--- config.mk ---
export PLATFORM = sky130hd
export DESIGN_NAME = pulse_train_gen
export DESIGN_NICKNAME = d
export VERILOG_FILES = /design/src/rtl/pulse_train_gen_pkg.sv /design/src/rtl/pulse_train_gen_phase_timer.sv /design/src/rtl/pulse_train_gen.sv
export SDC_FILE = /design/constraint.sdc
export NUM_CORES = 1
export LEC_CHECK = 0
export CORE_MARGIN = 8
export CORE_UTILIZATION = 35
export CTS_CLUSTER_DIAMETER = 30
export DETAILED_ROUTE_END_ITERATION = 8
export PLACE_DENSITY = 0.61
export SLEW_MARGIN = 20
export SYNTH_ARGS = -nofsm -noshare
export SYNTH_HDL_FRONTEND = slang
export SYNTH_SLANG_ARGS = --single-unit
--- constraint.sdc ---
create_clock -name clk -period 2.5 [get_ports clk]
set_input_delay 0.5 -clock clk [delete_from_list [all_inputs] [get_ports clk]]
set_output_delay 0.5 -clock clk [all_outputs]
set_load 0.01 [all_outputs]
--- src/rtl/pulse_train_gen_pkg.sv ---
// Shared types and default widths for the pulse train generator.
package pulse_train_gen_pkg;

  typedef enum logic [1:0] {
    PT_IDLE = 2'd0,
    PT_HIGH = 2'd1,
    PT_LOW  = 2'd2,
    PT_DONE = 2'd3
  } pt_state_t;

  localparam int unsigned CNT_W_DEF    = 8;
  localparam int unsigned PERIOD_W_DEF = 8;

endpackage

--- src/rtl/pulse_train_gen_phase_timer.sv ---
// Loadable phase down-counter; expire marks the last cycle of the loaded phase.
module phase_timer #(
  parameter int unsigned PERIOD_W = 8
) (
  input  logic                clk,
  input  logic                rst,
  input  logic                load,
  input  logic [PERIOD_W-1:0] len,
  output logic                expire
);

  logic [PERIOD_W-1:0] cnt;

  // A zero length behaves like a length of one.
  always_ff @(posedge clk or posedge rst) begin
    if (rst)
      cnt <= '0;
    else if (load)
      cnt <= (len == '0) ? '0 : len - PERIOD_W'(1);
    else if (cnt != '0)
      cnt <= cnt - PERIOD_W'(1);
  end

  assign expire = (cnt == '0);

endmodule

--- src/rtl/pulse_train_gen.sv ---
// Burst pulse generator: N pulses with programmable high/low widths, then a done strobe.
module pulse_train_gen
  import pulse_train_gen_pkg::*;
#(
  parameter int unsigned CNT_W    = CNT_W_DEF,
  parameter int unsigned PERIOD_W = PERIOD_W_DEF
) (
  input  logic                clk,
  input  logic                rst,
  input  logic                start,
  input  logic                abort,
  input  logic [CNT_W-1:0]    num_pulses,
  input  logic [PERIOD_W-1:0] high_cyc,
  input  logic [PERIOD_W-1:0] low_cyc,
  output logic                pulse_out,
  output logic                busy,
  output logic                done,
  output logic [CNT_W-1:0]    pulses_sent
);

  pt_state_t           state;
  logic [CNT_W-1:0]    n_lat;
  logic [CNT_W-1:0]    cnt;
  logic [PERIOD_W-1:0] high_lat;
  logic [PERIOD_W-1:0] low_lat;
  logic                timer_load;
  logic [PERIOD_W-1:0] timer_len;
  logic                expire;

  phase_timer #(.PERIOD_W(PERIOD_W)) u_timer (
    .clk    (clk),
    .rst    (rst),
    .load   (timer_load),
    .len    (timer_len),
    .expire (expire)
  );

  always_comb begin
    timer_load = 1'b0;
    timer_len  = high_lat;
    case (state)
      PT_IDLE: if (start && !abort && num_pulses != '0) begin
        timer_load = 1'b1;
        timer_len  = high_cyc;
      end
      PT_HIGH: if (expire && cnt != n_lat) begin
        timer_load = 1'b1;
        timer_len  = low_lat;
      end
      PT_LOW: if (expire) begin
        timer_load = 1'b1;
        timer_len  = high_lat;
      end
      default: ;
    endcase
  end

  // Outputs are registered from the current state, so they trail it by one
  // cycle; abort bypasses that pipeline to clear pulse_out/busy on the next edge.
  always_ff @(posedge clk or posedge rst) begin
    if (rst) begin
      state       <= PT_IDLE;
      n_lat       <= '0;
      cnt         <= '0;
      high_lat    <= '0;
      low_lat     <= '0;
      pulse_out   <= 1'b0;
      busy        <= 1'b0;
      done        <= 1'b0;
      pulses_sent <= '0;
    end else begin
      pulse_out   <= (state == PT_HIGH);
      busy        <= (state != PT_IDLE);
      done        <= (state == PT_DONE);
      pulses_sent <= cnt;
      case (state)
        PT_IDLE: if (start && !abort) begin
          n_lat    <= num_pulses;
          high_lat <= high_cyc;
          low_lat  <= low_cyc;
          if (num_pulses == '0) begin
            cnt   <= '0;
            state <= PT_DONE;
          end else begin
            cnt   <= CNT_W'(1);
            state <= PT_HIGH;
          end
        end
        PT_HIGH, PT_LOW: begin
          if (abort) begin
            state       <= PT_IDLE;
            pulse_out   <= 1'b0;
            busy        <= 1'b0;
            done        <= 1'b0;
            pulses_sent <= pulses_sent;
            cnt         <= pulses_sent;
          end else if (expire) begin
            if (state == PT_LOW) begin
              cnt   <= cnt + CNT_W'(1);
              state <= PT_HIGH;
            end else if (cnt == n_lat) begin
              state <= PT_DONE;
            end else begin
              state <= PT_LOW;
            end
          end
        end
        PT_DONE: state <= PT_IDLE;
        default: state <= PT_IDLE;
      endcase
    end
  end

endmodule
==> results of run 1 <==
kinds of logic (layout without fill, tap and decap cells):
kind of cell    count (synthesis)  after routing  share of synthesized area, %
xor+xnor                       17             17                         4.749
fa+ha+maj                      10             10                         3.990
compound gates                 83             83                         17.32
buf+inv                        21            128                         2.873
mux                            26             26                         9.258
flops                          53             53                         42.30
simple gates                  115            115                         19.51
worst max path at each step:
stage	cells after the start	slack, ns	to
2_1_floorplan	11	-0.1	u_timer.cnt[6]
3_3_place_gp	14	-0.45	u_timer.cnt[6]
3_5_place_dp	14	-0.48	u_timer.cnt[6]
4_1_cts	13	-0.08	u_timer.cnt[6]
5_1_grt	11	-0.18	u_timer.cnt[1]
6_report	13	-0.08	u_timer.cnt[6]
placed cells by master (no fill, tap or decap), drive strengths merged, types with 3 or more instances in the layout:
cell | Yosys | layout
nand3 | 7 | 7
a21oi | 22 | 22
nand2 | 59 | 59
nand2b | 5 | 5
nor4 | 6 | 6
mux2 | 24 | 24
nor2 | 17 | 17
o22ai | 8 | 8
ha | 10 | 10
a21o | 3 | 3
a41oi | 3 | 3
and2 | 3 | 3
buf | 5 | 73
dfrtp | 53 | 53
a211oi | 4 | 4
nor2b | 3 | 3
xnor2 | 7 | 7
xor2 | 10 | 10
inv | 9 | 9
clkdlybuf4s50 | 0 | 35
clkbuf | 7 | 6
o21ai | 22 | 22
nor3 | 5 | 5
nand3b | 4 | 4
a31oi | 3 | 3
area by class of cell:
type | instances | area [um^2]
clock buffer | 6 | 72.57
multi-input combinational | 251 | 1946
inverter | 9 | 33.78
timing repair buffer | 111 | 959.7
tap | 108 | 135.1
sequential | 53 | 1328
fill | 794 | 4237
clock inverter | 2 | 10.01
per-layer routing:
metal	vias up	GRT usage [%]
li1	1374	-
met1	1334	17.82
met2	79	20.07
met3	9	2.381
met4	0	3.514
met5	-	0
stage by stage:
| stage | hold slack, ns | setup slack, ns |
|---|---|---|
| 3_5_place_dp | 0.4904 | -0.4772 |
| 5_1_grt | 0.3694 | -0.1763 |
| 3_3_place_gp | 0.4780 | -0.4545 |
| 4_1_cts | 0.3633 | -0.07656 |
| 6_report | 0.3625 | -0.08389 |
| 2_1_floorplan | 0.4560 | -0.09980 |
registers in the layout, indices dropped and copies added, names as in the netlist:
name / cells
cnt: 8
high_lat: 8
low_lat: 8
n_lat: 8
pulses_sent: 8
u_timer.cnt: 8
state: 2
busy: 1
done: 1
pulse_out: 1
critical path, delay by kind of cell (launching register included):
family          cells  cell delay [ns]
compound gates      5             0.89
fa+ha+maj           2             0.33
buf+inv             2             0.12
flops               1             0.39
mux                 1             0.32
simple gates        3             0.42
where the power goes:
group,internal (uW),switching (uW),total [uW]
registers,1230,281,1510
logic,1790,1790,3580
clock network,195,270,465
what timing repair did:
item	in CTS	in global routing
buffers inserted	11	3
resized for setup	13	31
endpoints found under the setup margin	8	14
pin swaps	8	18
==> run summary, run 1 <==
In the synthesized netlist the dominant register cell turns out to be sky130_fd_sc_hd__dfrtp_1. For this run, the top clock speed supported by timing is 387.0 MHz. After detailed routing, the wire length on met1 is 3835 um.

Once layout is complete, the utilization of the core stands at 51.42%. In this run, synthesis inferred 0 flip-flops with an integrated enable. The net count of the finished layout is 469. Wire segments on met3 add up to 424 um in the final route. The tools report the root cell of the clock tree as sky130_fd_sc_hd__clkbuf_8.

In this run the worst setup path begins at u_timer.cnt[0]. Highest metal layer used by the detailed router: met4. The worst-margin pin slew works out to 0.6304 ns.

The run gives 207 as the count of routing violations after the opening detailed-route iteration. Setup violations remaining at the end of the flow were counted as 8. The detailed-route wire length per cell is 15.09 um, and the HPWL after detailed placement is 6077 um.

Area fraction of the dominant cell type after synthesis: 42.30%. The die covers 12,240 um^2. Dividing the detail-routed via count by the number of cells gives 5.178.

The final reports fail on negative setup slack. The design draws 5548 uW. The cell taking the most area after synthesis is sky130_fd_sc_hd__dfrtp_1. In this run the mean area of a mapped cell was 9.648 um^2.

After detailed routing, the total wire length is 8147 um. The worst hold path belongs to the class input pin to async pin. The number of optimization iterations in the first detailed-route pass is 4, and the floorplan core area is 8721 um^2. Data on the critical path arrives at its endpoint at 2.79 ns.

For this run the aggregate overflow at the end of global routing stands at 0. The hold violation count in the final report is 0. The post-route setup TNS is -0.5214 ns, and the remaining routing DRC violations is 0. In this run, distinct cell masters in the synthesized netlist total 55. The total via count in the routed design was 2,796. In this run, post-CTS hold repair placed 0 buffers.

For the internal reg-to-reg setup slack, the log shows -0.08 ns. Counting cells, the worst reg-to-reg path comes to 13. After synthesis, the cell types taking the most area are sky130_fd_sc_hd__dfrtp_1 (42%), sky130_fd_sc_hd__mux2_2 (7.9%), sky130_fd_sc_hd__nand2_1 (6.9%), sky130_fd_sc_hd__ha_1 (4.0%), sky130_fd_sc_hd__a21oi_1 (3.5%).

The critical path goes through inv_1 -> ha_2 -> nor3b_4 -> nand2_2 -> a21o_4 -> mux2_4 -> a21oi_4 -> ha_4 -> inv_2 -> nor2_2 -> a31oi_1 -> a41o_1 -> a21o_1. The flow ran to the end, but the final reports show violations. For the number of global-route vias before repair, the log shows 2,723.

Once placement finished, the instance area stood at 4098 um^2. The floorplan die height came out at 110.7 um. Setup repair after global routing could not meet its margin everywhere. Layout-stage area growth over the synthesis result: 43.02%. In the synthesized netlist, the number of instances is 325. The die extent in x works out to 110.7 um. Of all nets on the critical path, the largest fanout is 3. The logs give 519 for the count of placed standard cells including taps and 0 for the total number of yosys warnings. The launch point of the worst reg-to-reg path is u_timer.cnt[0]. The total non-filler cell area in the finished layout was 4484 um^2; the global routing usage summed across all routing layers was 12.93%.

The run gives 3786 um as the routed length on met2. Counting every sink on the clock net gives 53. In the finished design, the share of the clock period the worst path needs comes to 103.4%. Measured against its own limit, the worst slew margin works out to 57.72%. At the later pin of the worst-skew pair, clock insertion delay measures 0.30 ns. The buffer depth of the longest clock path is 2. The path type of the worst setup path is flip-flop to flip-flop.

The largest vdd supply drop is 517.2 uV, and the number of pins with negative max-slew slack in the final report is 0. Endpoint of the most critical register-to-register path: u_timer.cnt[6]. STA classifies the critical path endpoint as a flip-flop.

sky130_fd_sc_hd__nand2_1 is the most common cell in the netlist. TritonCTS built the clock tree. Entering global routing, the biggest net connects 53 pins. The run gives 13,510 um as the wire length of the first global-routing pass. Slack of the critical path: -0.08389 ns. Of all flip-flops after synthesis, the portion carrying an async set or reset was 100.0%. The number of clock buffers added by TritonCTS is 5.

In this run the core area contains 34 standard-cell rows. The clock transition at the registers of the reported paths works out to 0.09 ns. The power density normalized to cell area came out at 1237 nW/um^2. The sort of element at the start of the critical path was a flip-flop. The slowest stage of the critical path is the sky130_fd_sc_hd__dfrtp_1 cell. The initial cell density of the core was 35.95%. The netlist area before placement was 3136 um^2.

The finished layout holds 540 standard cells, fillers aside. Clock skew on the completed layout was measured at 0.002689 ns. Ranked by instance count, the synthesized netlist is headed by sky130_fd_sc_hd__nand2_1 (58), sky130_fd_sc_hd__dfrtp_1 (53), sky130_fd_sc_hd__a21oi_1 (22), sky130_fd_sc_hd__mux2_2 (22), sky130_fd_sc_hd__nor2_1 (17). The minimum clock period was 2.584 ns. The total of buffers placed on input and output ports is 38, and the final weighted congestion in routability-driven placement is 0.8899. Once detail routing completed, the nets flagged for antenna violations numbered 0.

Top-level port count: 39. Required arrival time at the worst endpoint: 2.70 ns. The total nets after synthesis is 363, and the final antenna diode count is 0.

Cells with a size suffix above 1 make up 34.95% of the layout. Sequential elements use 42.30% of the synthesized area. Number of antenna violations at the first check in global routing: 0. The tool flagged a number of max-cap violations equal to 0. In this run the static leakage power is 0.001981 uW. Delay of the slowest cell on the worst path: 0.39 ns. The H-tree was split into 2 levels.

Number of synthesized register bits: 53.
Power figures use the tool's default switching activity.
==> run 2: changes to the inputs <==
--- a/config.mk
+++ b/config.mk
@@ -9,7 +9,7 @@
 export CORE_UTILIZATION = 35
 export CTS_CLUSTER_DIAMETER = 30
 export DETAILED_ROUTE_END_ITERATION = 8
-export PLACE_DENSITY = 0.61
+export PLACE_DENSITY = 0.59
 export SLEW_MARGIN = 20
 export SYNTH_ARGS = -nofsm -noshare
 export SYNTH_HDL_FRONTEND = slang
==> constraint.sdc (replaced) <==
create_clock -name clk -period 3.06 [get_ports clk]
set_input_delay 0.612 -clock clk [delete_from_list [all_inputs] [get_ports clk]]
set_output_delay 0.612 -clock clk [all_outputs]
set_load 0.01 [all_outputs]
==> run summary, run 2 (synthesis results as in run 1) <==
The clock transition at the registers of the reported paths was 0.10 ns (about the same); the fill cell total of the finished layout was 868 (+9.3%). The logs give 0 (unchanged) for the remaining routing DRC violations and 0 (unchanged) for the number of antenna violations at the first check in global routing. The tools report the number of pins with negative max-slew slack in the final report as 0 (unchanged). The post-route clock skew was 0.009354 ns (+0.006665 ns); the wire length of the first global-routing pass was 13,320 um (-1.4%). The global routing usage summed across all routing layers is 12.83% (-0.10 points), and the die extent in x is 110.7 um (unchanged).

The tools report the internal reg-to-reg setup slack as 0.25 ns (+0.33 ns). The run gives 352.9 uV (-32%) as the largest vdd supply drop. Minimum clock period: 2.812 ns (+0.2277 ns).

Floorplan die height: 110.7 um (unchanged). The fraction of power consumed by sequential logic came out at 32.2% (+5.0 points). The power density normalized to cell area was 996.9 nW/um^2 (-19%).

The number of cells on the critical path came out at 11 (-2). The post-layout utilization of the core is 44.86% (-6.6 points), and the layout-stage area growth over the synthesis result is 24.78%. For the number of nets in the layout, the log shows 423 (-9.8%).

The row count is 34 (unchanged), and the leakage power is 0.001679 uW (-15%). Detailed-route wire length per cell: 15.59 um (+3.3%). The type of destination of the critical path is a flip-flop. The number of buffers created by CTS is 5 (unchanged), and the number of violations of the max-capacitance limit is 0 (unchanged). The tools report the final setup violation count as 0 (-8). The launch point of the worst reg-to-reg path was cnt[6].

For the post-cts sizing count, the log shows 0 (-13). The final critical-path share of the clock period was 91.88% (-11 points). Walking the worst path, the cells encountered are xor2_1 -> nor4_4 -> a21o_2 -> mux2_1 -> a21oi_2 -> ha_1 -> inv_1 -> nor2_1 -> a31oi_1 -> a41o_1 -> a21o_1. The number of global-route vias before repair is 2,633 (-3.3%). The HPWL after detailed placement was 5942 um (-2.2%). STA classifies the critical path startpoint as a flip-flop. The data arrival time at the worst-slack endpoint came out at 3.02 ns (+0.23 ns). The hold violation count in the final report is 0 (unchanged).

The run gives 12,240 um^2 (unchanged) as the full die area. Clock tree synthesis selected as its root buffer the cell sky130_fd_sc_hd__clkbuf_8. The switching fraction of total power was 42.36% (+0.19 points). The number of H-tree levels came out at 2 (unchanged).

The tools report the worst min-delay path endpoint as pulses_sent[4]. The proportion of power drawn by combinational gates was 56.1% (-8.3 points); the number of nets with antenna violations after detailed routing was 0 (unchanged). The path class of the tightest hold or removal check is flip-flop to flip-flop. For the total internal power, the log shows 2248 uW (-30%). The depth of the worst register-to-register path is 11 (-2).

Setup repair after global routing left no endpoint under its margin. The initial cell density of the core is 35.95% (unchanged). The number of sinks on the clock net is 53 (unchanged).

The post-route setup TNS is 0 ns (+0.5214 ns), and the worst-margin pin slew is 0.8344 ns (+0.2040 ns). The highest-delay cell along the critical path was sky130_fd_sc_hd__dfrtp_1. The buffer depth of the longest clock path is 2 (unchanged).

The run finished with clean final reports. The remaining global-route overflow came out at 0 (unchanged). The worst setup path is of the flip-flop to flip-flop kind. The number of buffer and inverter stages on the critical path was 1 (-1); the required arrival time at the worst endpoint was 3.27 ns (+0.57 ns). The count of routing violations after the opening detailed-route iteration is 153 (-26%), and the delay of the slowest cell on the worst path is 0.48 ns (+0.09 ns). For the floorplan core area, the log shows 8721 um^2 (unchanged).

The detailed-route vias per instance is 5.241 (+1.2%), and the pin count of the biggest net entering global routing is 34 (-36%). TritonCTS built the clock tree. The proportion of layout cells with a drive suffix above 1 came out at 19.69% (-15 points).

Along the worst hold path, the cell count comes to 2. The kind of cell adding the most delay to the critical path is compound AO/OA/AOI/OAI gates. The total of buffers placed on input and output ports is 38 (unchanged). In this run the critical register-to-register path is captured at u_timer.cnt[6]. The tools report the share of total power in the clock network as 11.7% (+3.3 points). For the reported net switching power, the log shows 1652 uW (-29%). The maximum fanout encountered on the critical timing path works out to 6 (+3).

Number of optimization iterations in the first detailed-route pass: 4 (unchanged). Leaving out fill and tap cells, the most frequent cells in the layout are sky130_fd_sc_hd__nand2_1 (58), sky130_fd_sc_hd__dfrtp_1 (53), sky130_fd_sc_hd__clkdlybuf4s50_1 (38), sky130_fd_sc_hd__buf_4 (27), sky130_fd_sc_hd__mux2_2 (22). The total via count in the routed design was 2,589 (-7.4%); the post-CTS setup buffer count was 0 (-11). The total length of routed wires was 7701 um (-5.5%). In this run the most critical hold path is launched from pulses_sent[4]. The library cell used most frequently in the layout, excluding fill and tap cells, is sky130_fd_sc_hd__nand2_1. The worst relative slew slack is 43.90% (-14 points). For the final antenna diode count, the log shows 0 (unchanged). The final weighted congestion in routability-driven placement is 0.8345 (-6.2%). The run gives 355.7 MHz (-8.1%) as the top achievable clock speed.

The logs give 39 (unchanged) for the top-level port count and 0.31 ns (about the same) for the latest clock arrival within the worst-skew pair. The tools report the number of hold-repair buffers added at the cts stage as 0 (unchanged).
## run 2: worst max path at each step
stage,end,slack (ns),start
floorplan,u_timer.cnt[6],0.27,state[0]
global placement,u_timer.cnt[6],-0.06,num_pulses[0]
detailed placement,u_timer.cnt[1],-0.15,num_pulses[0]
CTS,u_timer.cnt[6],0.18,cnt[6]
global route,u_timer.cnt[1],0.02,state[0]
finish,u_timer.cnt[6],0.25,cnt[6]
## run 2: metrics by stage
| step | worst slack [ns] | cell area [um^2] | hold slack (ns) | cells | total power [uW] |
|---|---|---|---|---|---|
| final | 0.2484 | 3913 | 0.5032 | 494 | 3900 |
| after global routing | 0.01921 | 3913 | 0.5306 | 494 | 4246 |
| after CTS | 0.1847 | 3902 | 0.5076 | 494 | 3902 |
| after detailed placement | -0.1460 | 3797 | 0.4842 | 486 | 3434 |
| after global placement | -0.05746 | 3797 | 0.4774 | 486 | 3401 |
| after floorplan | 0.2742 | 3136 | 0.4560 | 325 | 2704 |
## run 2: power groups by stage
stage	clock network (uW)	registers (uW)	logic, uW
finish	456	1260	2190
global route	496	1300	2450
CTS	467	1260	2180
detailed placement	0	1270	2160
global placement	0	1260	2140
floorplan	0	1230	1480
## run 2: routing by layer
layer | part of all wire (%) | global-route usage, % | wire (um)
met1 | 48 | 16.59 | 3666
met2 | 47 | 20.83 | 3637
met3 | 3.5 | 2.814 | 272
met4 | 1.6 | 3.694 | 125
met5 | 0 | 0 | 0
## run 2: worst register-to-register path: stages, from the launching register on
cell and delay [ns]:
sky130_fd_sc_hd__dfrtp_1 0.48, sky130_fd_sc_hd__xor2_1 0.22, sky130_fd_sc_hd__nor4_4 0.30, sky130_fd_sc_hd__a21o_2 0.24, sky130_fd_sc_hd__mux2_1 0.38, sky130_fd_sc_hd__a21oi_2 0.19
sky130_fd_sc_hd__ha_1 0.19, sky130_fd_sc_hd__inv_1 0.06, sky130_fd_sc_hd__nor2_1 0.15, sky130_fd_sc_hd__a31oi_1 0.11, sky130_fd_sc_hd__a41o_1 0.23, sky130_fd_sc_hd__a21o_1 0.17
## run 2: layout make-up
class	instances	area [um^2]	share of cell area (%)
repair buffers	65	583.1	14.90
flip-flops and latches	53	1326	33.90
well taps	108	135.1	3.454
clock inverters	1	8.758	0.2239
inverters	9	33.78	0.8634
clock buffers	7	96.34	2.462
multi-input cells	251	1729	44.20
